==> config.mk <==
export PLATFORM = sky130hd
export DESIGN_NAME = alu_iter_unit
export DESIGN_NICKNAME = d
export VERILOG_FILES = /design/src/rtl/alu_iter_unit_pkg.sv /design/src/rtl/alu_div_iter.sv /design/src/rtl/alu_iter_unit.sv
export SDC_FILE = /design/constraint.sdc
export NUM_CORES = 1
export LEC_CHECK = 0
export ABC_AREA = 1
export BUFFER_PORTS_ARGS = -buffer_cell sky130_fd_sc_hd__buf_2
export CORE_ASPECT_RATIO = 0.5
export CORE_MARGIN = 2
export CORE_UTILIZATION = 37
export DETAILED_ROUTE_END_ITERATION = 8
export PLACE_DENSITY = 0.53
export REMOVE_ABC_BUFFERS = 1
export SLEW_MARGIN = 25
export SYNTH_ARGS = -nofsm -noshare
export SYNTH_HDL_FRONTEND = slang
export SYNTH_SLANG_ARGS = --single-unit
==> constraint.sdc <==
create_clock -name clk -period 4.2 [get_ports clk]
set_clock_uncertainty 0.2 [all_clocks]
set_input_delay 0.84 -clock clk [delete_from_list [all_inputs] [get_ports clk]]
set_output_delay 0.84 -clock clk [all_outputs]
set_load 0.02 [all_outputs]
==> src/rtl/alu_iter_unit_pkg.sv <==
// rtl/alu_iter_unit_pkg.sv - op codes and FSM states shared by the iterative ALU
// Package alu_pkg:
//   alu_op_e : 4-bit operation code (13..15 are compares, only legal with ALU_CMP_EN)
//   state_e  : IDLE / BUSY / DONE control states
package alu_pkg;

    typedef enum logic [3:0] {
        OP_ADD = 4'd0,
        OP_SUB = 4'd1,
        OP_MUL = 4'd2,
        OP_DIV = 4'd3,
        OP_XOR = 4'd4,
        OP_AND = 4'd5,
        OP_OR  = 4'd6,
        OP_NOR = 4'd7,
        OP_SRL = 4'd8,
        OP_SLL = 4'd9,
        OP_SRA = 4'd10,
        OP_SLA = 4'd11,
        OP_EQ  = 4'd13,
        OP_LT  = 4'd14,
        OP_GT  = 4'd15
    } alu_op_e;

    typedef enum logic [1:0] {
        IDLE = 2'd0,
        BUSY = 2'd1,
        DONE = 2'd2
    } state_e;

endpackage

==> src/rtl/alu_div_iter.sv <==
// rtl/alu_div_iter.sv - unsigned restoring divider, one quotient bit per cycle
// Ports:
//   clk, rst           clock, synchronous active-high reset
//   start              load dividend/divisor magnitudes and begin
//   dividend, divisor  unsigned magnitudes (WIDTH bits)
//   done               high during the cycle whose edge retires the last bit
//   quotient           quotient including the bit being produced this cycle
module alu_div_iter #(
    parameter int WIDTH = 32
) (
    input  logic             clk,
    input  logic             rst,
    input  logic             start,
    input  logic [WIDTH-1:0] dividend,
    input  logic [WIDTH-1:0] divisor,
    output logic             done,
    output logic [WIDTH-1:0] quotient
);

    localparam int CW = $clog2(WIDTH);

    logic [WIDTH-1:0] rem;
    logic [WIDTH-1:0] quo;
    logic [WIDTH-1:0] dvs;
    logic [CW-1:0]    cnt;
    logic             active;

    logic [WIDTH:0]   shifted;
    logic [WIDTH:0]   diff;
    logic             qbit;
    logic [WIDTH-1:0] rem_next;
    logic [WIDTH-1:0] quo_next;

    // Dividend bits are shifted out of quo's top while quotient bits enter at the bottom.
    always_comb begin
        shifted  = {rem, quo[WIDTH-1]};
        diff     = shifted - {1'b0, dvs};
        qbit     = ~diff[WIDTH];
        rem_next = qbit ? diff[WIDTH-1:0] : shifted[WIDTH-1:0];
        quo_next = {quo[WIDTH-2:0], qbit};
    end

    assign done     = active && (cnt == CW'(WIDTH - 1));
    assign quotient = quo_next;

    always_ff @(posedge clk) begin
        if (rst) begin
            rem    <= '0;
            quo    <= '0;
            dvs    <= '0;
            cnt    <= '0;
            active <= 1'b0;
        end else if (start) begin
            rem    <= '0;
            quo    <= dividend;
            dvs    <= divisor;
            cnt    <= '0;
            active <= 1'b1;
        end else if (active) begin
            rem <= rem_next;
            quo <= quo_next;
            cnt <= cnt + 1'b1;
            if (cnt == CW'(WIDTH - 1))
                active <= 1'b0;
        end
    end

endmodule

==> src/rtl/alu_iter_unit.sv <==
// rtl/alu_iter_unit.sv - multi-cycle ALU with iterative MUL/DIV and valid/ready handshakes
// Optional feature macro: ALU_CMP_EN (ops 13 EQ, 14 LT, 15 GT signed compares)
// Ports:
//   clk, rst             clock, synchronous active-high reset
//   in_valid / in_ready  operand handshake (in_ready only in IDLE)
//   a, b, op             signed operands and alu_op_e code, captured at accept
//   out_valid / out_ready result handshake (result/err held while out_ready low)
//   result, err          result and error flag (div-by-zero, illegal op)
//   busy                 state != IDLE
module alu_iter_unit
    import alu_pkg::*;
#(
    parameter int WIDTH = 32
) (
    input  logic             clk,
    input  logic             rst,
    input  logic             in_valid,
    output logic             in_ready,
    input  logic [WIDTH-1:0] a,
    input  logic [WIDTH-1:0] b,
    input  logic [3:0]       op,
    output logic             out_valid,
    input  logic             out_ready,
    output logic [WIDTH-1:0] result,
    output logic             err,
    output logic             busy
);

    localparam int CW = $clog2(WIDTH);

    state_e           state;
    alu_op_e          op_in;
    alu_op_e          op_r;
    logic [CW-1:0]    cnt;
    logic [WIDTH-1:0] mcand;
    logic [WIDTH-1:0] mplier;
    logic [WIDTH-1:0] acc;
    logic [WIDTH-1:0] acc_next;
    logic             neg_q;
    logic             dz;

    logic [WIDTH-1:0] sc_res;
    logic             sc_err;
    logic [CW-1:0]    shamt;
    logic signed [WIDTH-1:0] sa;

    logic             div_start;
    logic [WIDTH-1:0] a_mag;
    logic [WIDTH-1:0] b_mag;
    logic             div_done;
    logic [WIDTH-1:0] div_q;
    logic             busy_last;

    assign op_in = alu_op_e'(op);
    assign shamt = b[CW-1:0];
    assign sa    = a;

    // Single-cycle ops evaluate directly on the accepted inputs.
    always_comb begin
        sc_res = '0;
        sc_err = 1'b0;
        case (op_in)
            OP_ADD:         sc_res = a + b;
            OP_SUB:         sc_res = a - b;
            OP_XOR:         sc_res = a ^ b;
            OP_AND:         sc_res = a & b;
            OP_OR:          sc_res = a | b;
            OP_NOR:         sc_res = ~(a | b);
            OP_SRL:         sc_res = a >> shamt;
            OP_SLL, OP_SLA: sc_res = a << shamt;
            OP_SRA:         sc_res = sa >>> shamt;
            OP_MUL, OP_DIV: sc_res = '0;
`ifdef ALU_CMP_EN
            OP_EQ:          sc_res = {{(WIDTH-1){1'b0}}, (a == b)};
            OP_LT:          sc_res = {{(WIDTH-1){1'b0}}, ($signed(a) < $signed(b))};
            OP_GT:          sc_res = {{(WIDTH-1){1'b0}}, ($signed(a) > $signed(b))};
`endif
            default:        sc_err = 1'b1;
        endcase
    end

    assign acc_next = acc + (mplier[0] ? mcand : '0);

    // The divider works on magnitudes; the sign is reapplied when entering DONE.
    assign a_mag     = a[WIDTH-1] ? -a : a;
    assign b_mag     = b[WIDTH-1] ? -b : b;
    assign div_start = (state == IDLE) && in_valid && (op_in == OP_DIV);

    alu_div_iter #(.WIDTH(WIDTH)) u_div (
        .clk      (clk),
        .rst      (rst),
        .start    (div_start),
        .dividend (a_mag),
        .divisor  (b_mag),
        .done     (div_done),
        .quotient (div_q)
    );

    assign busy_last = (op_r == OP_DIV) ? div_done : (cnt == CW'(WIDTH - 1));

    always_ff @(posedge clk) begin
        if (rst) begin
            state     <= IDLE;
            op_r      <= OP_ADD;
            cnt       <= '0;
            mcand     <= '0;
            mplier    <= '0;
            acc       <= '0;
            neg_q     <= 1'b0;
            dz        <= 1'b0;
            in_ready  <= 1'b1;
            out_valid <= 1'b0;
            result    <= '0;
            err       <= 1'b0;
            busy      <= 1'b0;
        end else begin
            case (state)
                IDLE: begin
                    if (in_valid) begin
                        op_r     <= op_in;
                        in_ready <= 1'b0;
                        busy     <= 1'b1;
                        if (op_in == OP_MUL || op_in == OP_DIV) begin
                            state  <= BUSY;
                            cnt    <= '0;
                            mcand  <= a;
                            mplier <= b;
                            acc    <= '0;
                            neg_q  <= a[WIDTH-1] ^ b[WIDTH-1];
                            dz     <= (b == '0);
                        end else begin
                            state     <= DONE;
                            out_valid <= 1'b1;
                            result    <= sc_res;
                            err       <= sc_err;
                        end
                    end
                end
                BUSY: begin
                    cnt    <= cnt + 1'b1;
                    acc    <= acc_next;
                    mcand  <= mcand << 1;
                    mplier <= mplier >> 1;
                    if (busy_last) begin
                        state     <= DONE;
                        out_valid <= 1'b1;
                        cnt       <= '0;
                        if (op_r == OP_MUL) begin
                            result <= acc_next;
                            err    <= 1'b0;
                        end else if (dz) begin
                            result <= '1;
                            err    <= 1'b1;
                        end else begin
                            result <= neg_q ? -div_q : div_q;
                            err    <= 1'b0;
                        end
                    end
                end
                DONE: begin
                    if (out_ready) begin
                        state     <= IDLE;
                        out_valid <= 1'b0;
                        in_ready  <= 1'b1;
                        busy      <= 1'b0;
                    end
                end
                default: state <= IDLE;
            endcase
        end
    end

endmodule

==> results.ini, run 1 <==
[yosys]
synth_cells=4077
seq_area_frac_synth=0.203
yosys_warnings=0
synth_edf_count=0
ys_ff_latch=247
syn_avg_cell_area_um2=5.98
synth_flop_cell=dfxtp_1
synth_cell_types=66
synth_top_area_share=0.203
synth.cell_area_um2=24400
yosys-top-cells-area=dfxtp_1 (20%), nand2_1 (18%), o21ai_0 (8.6%)
async_flop_share=0
synth_common_cells=nand2_1 (1186), o21ai_0 (418), inv_1 (376)
yosysMostFrequentCell=nand2_1
synth_largest_area_cell=dfxtp_1

[grt]
grt_pass1_vias=26700
antenna_found_initial=5
grt_max_degree=96
track_usage=0.323
grt_first_pass_wirelength_mm=168
gr-total-overflow=0

[final_layout]
drive_above_1_share=0.147
fin_util=0.446
n_fill_cell=7246
seq_area_um2=4940
stdcell_area_um2=29000
multi_input_area_um2=17300
syn_to_final_growth_pct=19.0
fin_nets=4584

[power]
swShare=0.409
p_seq_frac=0.286
switchingPower_mw=3.67
p_leak_nw=13.7
powerDensity_nw_per_um2=309
clkPwrFrac=0.304
pwr-share-comb=0.409
peakVddDrop_mv=0.310
p_int_mw=5.29

[place]
hpwl_mm=88.6
portBuffers=107
dpl_cell_area_um2=27700
dp_slack_ns=-0.661
globalplace.congestion=1.01

[clock_network]
clk_pin_slew_worst_paths_ns=0.07
cts_tree=built
cts_sinks=247
numCtsBuffers=28
clockBufferDepth=3
postCtsHoldBufs=0
cts-root-buf=clkbuf_16
clk_latency_ns=0.63
h-tree-depth=1

[sta]
tightest_slew_ns=0.968
setup_viol=0
hold_viol=0
fin_ws_ns=0.196
min_period_over_period=0.953
rsz0062_at_grt=yes
slew_viol_final=0
max_slew_margin=0.346
fin_tns_setup_ns=0
fmax_ghz=0.250
whs_ns=0.269
fin_crit_ns=4.00

[detailed_routing]
wl_met2_mm=46.5
viasPerCell=5.50
avgRoutedWirePerCell_um=21.5
drc_errors=0
routed.top_layer=met5
drtAntennaViolNets=0
dr_wl_met3_mm=9.73
drtPass1Iterations=8
wl_mm=113
drtIter0Drc=2962
met1Wirelength_mm=53.7
vias=28800

[worst_setup_path]
setup.worst_path.class=primary input to register
rrSetupSlack_ns=0.36
cp.arrival_ns=4.30
rr_worst_depth=22
cp-end-kind=register
r2r-end=result[28]
crit_required_ns=4.50
path_max_fanout=5
start_kind=primary input
timing.rr.start=u_div.dvs[23]

[run_status]
outcome=completed

[worst_hold_path]
min-delay-start=acc[27]
hold_path_depth=2
min_to=acc[27]
hp-class=register to register

[floorplan]
die_width_um=367
ios=108
coreArea_um2=65100
row_count=66
start_util=0.374
dieArea_um2=68000
die_y_um=185

[run]
maxCapViolations=0

## layout make-up
class	instances	share of cell area
multi-input combinational	3225	0.597
clock buffer	42	0.0284
tap	884	0.0381
sequential	247	0.171
clock inverter	8	0.00514
timing repair buffer	445	0.109
inverter	395	0.0513
antenna	3	0.000259
## worst max-delay path by stage
stage / end / from / cells past startpoint
finish: result[28] / b[0] / 26
global route: result[30] / b[0] / 26
CTS: result[28] / u_div.quo[31] / 27
detailed placement: result[13] / b[0] / 22
global placement: result[13] / b[0] / 22
floorplan: result[6] / state[0] / 6
## registers in the layout, summed over array words and instances (netlist names), 4 cells and up
register / cells
acc: 32
mcand: 32
mplier: 32
result: 32
u_div.dvs: 32
u_div.quo: 32
u_div.rem: 32
cnt: 5
u_div.cnt: 5
op_r: 4
## critical path, stage by stage
cell and delay (ns):
buf_2 0.13, inv_2 0.07, ha_4 0.14, nand2_1 0.08, nor2_2 0.16, nand2_2 0.11, nor2_4 0.17, nand4_1 0.21
nor4_2 0.29, buf_4 0.18, xor2_2 0.07, nand2_1 0.06, o21ai_0 0.09, ha_1 0.40, nand2_2 0.10, buf_4 0.14
nor4_1 0.29, nand2_1 0.13, nand3_1 0.08, nand2_1 0.05, nand3_1 0.16, nand4_1 0.11, nand2_1 0.07, nand3_1 0.07
nand2_1 0.06, inv_1 0.03
## routing by layer
| metal | GRT usage | up-vias |
|---|---|---|
| met3 | 0.0528 | 167 |
| met1 | 0.471 | 13500 |
| met5 | 0 | - |
| met4 | 0.0803 | 2 |
| li1 | - | 14200 |
| met2 | 0.493 | 1030 |
## per-stage QoR
stage | std cells | power [mW]
after CTS | 5239 | 8.84
after global routing | 5247 | 9.42
after floorplan | 3867 | 4.48
final | 5249 | 8.96
after global placement | 5189 | 6.11
after detailed placement | 5189 | 6.11
## layout by cell type (no fill, tap or decap), types with 11 or more instances in the layout
| master | instances |
|---|---|
| nand2_2 | 16 |
| xnor2_1 | 21 |
| nor4_1 | 12 |
| o21ai_1 | 44 |
| nor2_4 | 14 |
| nand2_1 | 1179 |
| nor2_1 | 286 |
| a21o_1 | 15 |
| o21ai_0 | 412 |
| a21oi_2 | 22 |
| or2_2 | 15 |
| inv_2 | 19 |
| nor3_1 | 35 |
| buf_2 | 107 |
| nand3_1 | 197 |
| o211ai_1 | 59 |
| o22ai_1 | 16 |
| a31oi_1 | 85 |
| dfxtp_1 | 247 |
| o21a_1 | 12 |
| a21oi_1 | 315 |
| nor2_2 | 19 |
| a221oi_1 | 21 |
| ha_1 | 162 |
| buf_4 | 331 |
| nand4_1 | 43 |
| clkbuf_16 | 28 |
| inv_1 | 371 |
| mux2i_1 | 11 |
| xor2_1 | 87 |
## repair_timing
item                       in CTS  in global routing
gates resized for setup         1                 68
setup buffers                   0                  7
pin swaps                       0                 23
setup endpoints to repair       1                 19
## power groups by stage
stage / Clock [mW] / Combinational (mW) / Sequential, mW
4_1_cts: 2.76 / 3.51 / 2.56
6_report: 2.73 / 3.67 / 2.57
3_5_place_dp: 0 / 3.50 / 2.62
5_1_grt: 2.86 / 3.99 / 2.58
3_3_place_gp: 0 / 3.49 / 2.62
2_1_floorplan: 0 / 1.83 / 2.65
## cell families after synthesis
group,synth area share
and+or+nand+nor,0.320
buffers and inverters,0.0980
muxes,0.00452
DFF,0.203
xor gates and xnor gates,0.0395
AOI/OAI and AO/OA,0.246
adders and majority gates,0.0882
Power figures use the tool's default switching activity.
==> inputs of run 2 (changes only) <==
CORE_MARGIN = not set   (was 2)
==> run 2 against run 1 <==
Compared with the run above: sequential power about the same; first-iteration DRC count down 2.4%; critical path depth down 4; worst hold slack worse by 0.0042 ns; critical path type unchanged; core utilization down 0.22 points; total power down 1.5%; largest cell class unchanged; clock-buffer cell count down 4; largest power group unchanged; via count about the same.
==> results.ini, run 2 (synthesized netlist as in run 1, its figures left out) <==
[worst_setup_path]
r2r-end=result[28]
setup.worst_path.class=primary input to register
crit_buf_inv=3  ; -2
cp-end-kind=register
cp.arrival_ns=4.27  ; -0.03 ns
crit_chain=buf_2, inv_2, ha_4, nand2_1, nor2_2, nand2_2, nor2_4, nand4_1, nor4_2, buf_4, xor2_2, nand2_1, o21ai_0, ha_1, a21o_1, a31oi_1, a21boi_0, nand4_1, nand3_1, nand3_1, a21oi_1, a21oi_1
start_kind=primary input
crit_required_ns=4.50  ; about the same
timing.rr.start=u_div.quo[31]
slowest_stage=a21boi_0
slowest_delay_ns=0.31  ; -0.09 ns
cpLargestDelayFamily=simple AND/OR/NAND/NOR gates
rrSetupSlack_ns=0.31  ; -0.05 ns
path_max_fanout=3  ; -2
rr_worst_depth=27  ; +23%

[power]
p_total_mw=8.83  ; -1.5%
peakVddDrop_mv=0.451  ; +45%
powerDensity_nw_per_um2=306  ; -0.98%
p_leak_nw=13.6  ; -0.27%

[sta]
setup_viol=0  ; unchanged
fin_tns_setup_ns=0  ; unchanged
hold_viol=0  ; unchanged
fmax_ghz=0.252  ; +0.73%
min_period_over_period=0.946  ; -0.00688
slew_viol_final=0  ; unchanged
rsz0062_at_grt=yes
fin_crit_ns=3.97  ; -0.0289 ns
tightest_slew_ns=0.960  ; -0.00716 ns
max_slew_margin=0.351  ; +0.00483

[floorplan]
start_util=0.374  ; unchanged
coreArea_um2=65100  ; unchanged
row_count=66  ; unchanged
dieArea_um2=66900  ; -1.6%
ios=108  ; unchanged
die_width_um=365  ; -0.55%
die_y_um=183  ; -1.1%

[final_layout]
finalNonFillerCells=5245  ; -0.076%
layout_commonest_cell=nand2_1
final_cell_mix=nand2_1 (1181), o21ai_0 (413), inv_1 (371)
fin_nets=4579  ; -0.11%
stdcell_area_um2=28900  ; -0.48%
n_fill_cell=7293  ; +0.65%
drive_above_1_share=0.144  ; -0.00321
syn_to_final_growth_pct=18.4
fin_util=0.443  ; -0.00215

[detailed_routing]
vias=28900  ; +0.066%
wl_mm=115  ; +2.0%
viasPerCell=5.50  ; +0.14%
drtAntennaViolNets=0  ; unchanged
drtIter0Drc=2891  ; -2.4%
avgRoutedWirePerCell_um=22.0  ; +2.1%
drc_errors=0  ; unchanged
drtPass1Iterations=6  ; -2

[worst_hold_path]
min_to=u_div.cnt[4]
hp-class=register to register
hold_path_depth=2  ; unchanged
min-delay-start=u_div.cnt[4]

[grt]
gr-total-overflow=0  ; unchanged
grt_max_degree=132  ; +38%
antenna_found_initial=4  ; -1
grt_pass1_vias=26600  ; -0.52%
track_usage=0.337  ; +0.0134
grt_first_pass_wirelength_mm=169  ; +0.95%

[clock_network]
cts-root-buf=clkbuf_16
clk_pin_slew_worst_paths_ns=0.08  ; about the same
numCtsBuffers=27  ; -3.6%
cts_sinks=247  ; unchanged
h-tree-depth=1  ; unchanged
cts_tree=built
clk_latency_ns=0.62  ; about the same
clockBufferDepth=3  ; unchanged

[run_status]
outcome=completed

[place]
dpl_cell_area_um2=27700  ; -0.14%
dpl.cell_count=5187  ; -0.039%
hpwl_mm=90.3  ; +1.9%
portBuffers=107  ; unchanged
globalplace.congestion=1.02  ; +0.88%

[run]
maxCapViolations=0  ; unchanged

-- run 2: routing by layer --
layer / GRT usage / up-vias / part of all wire
li1: - / 14200 / -
met1: 0.499 / 13600 / 0.49
met2: 0.507 / 997 / 0.41
met3: 0.0530 / 122 / 0.081
met4: 0.0713 / 0 / 0.022
met5: 0 / - / 0
-- run 2: through the flow --
| step | hold WS [ns] | worst slack [ns] |
|---|---|---|
| finish | 0.265 | 0.225 |
| global route | 0.281 | -0.0208 |
| CTS | 0.270 | 0.0233 |
| detailed placement | 0.258 | -0.669 |
| global placement | 0.251 | -0.596 |
| floorplan | 0.235 | -1.59 |
-- run 2: worst max-delay path by stage --
| stage | startpoint | endpoint | depth (start not counted) |
|---|---|---|---|
| finish | b[0] | result[25] | 22 |
| global route | b[0] | result[28] | 26 |
| CTS | u_div.quo[31] | result[26] | 27 |
| detailed placement | b[0] | result[23] | 24 |
| global placement | b[0] | result[23] | 24 |
| floorplan | state[0] | result[6] | 6 |
-- run 2: what timing repair did --
action                                 in CTS  in global routing
endpoints found under the hold margin       0                  0
resized for setup                           6                 51
hold buffers                                0                  0
setup buffers                               0                  5
setup endpoints to repair                   4                 19
pin swaps                                   3                 13
-- run 2: final cells by class --
class / count / area, um2 / area share
clock inverter: 9 / 141 / 0.00490
multi-input combinational: 3225 / 17300 / 0.599
timing repair buffer: 441 / 3110 / 0.108
inverter: 395 / 1490 / 0.0515
sequential: 247 / 4940 / 0.171
tap: 884 / 1110 / 0.0383
clock buffer: 38 / 777 / 0.0269
antenna: 6 / 15.0 / 0.000520
-- run 2: where the power goes --
part / internal, mW / leakage (nW) / total, mW / switching [mW]
clock network: 1.48 / 0.450 / 2.64 / 1.16
logic: 1.25 / 11.2 / 3.63 / 2.38
registers: 2.46 / 2.00 / 2.57 / 0.104
total: 5.19 / 13.6 / 8.83 / 3.64
-- run 2: worst reg2reg max path: stages, from the launching register on --
cell	delay, ns
dfxtp_1	0.35
inv_1	0.08
ha_4	0.20
fa_2	0.35
inv_1	0.06
nand2_1	0.04
nand2_1	0.07
nand3_1	0.09
nand2_2	0.10
nand2_1	0.05
nand2_1	0.10
nand2_1	0.08
nand2_1	0.07
nand2_2	0.08
nand2_8	0.14
ha_4	0.18
nand3_2	0.11
nor2_4	0.14
nand4_1	0.19
nor2_4	0.19
nand2_1	0.11
o21ai_1	0.18
nor2_1	0.05
nand3b_1	0.16
nand3_2	0.18
nand3_1	0.11
nand2_1	0.10
inv_1	0.04
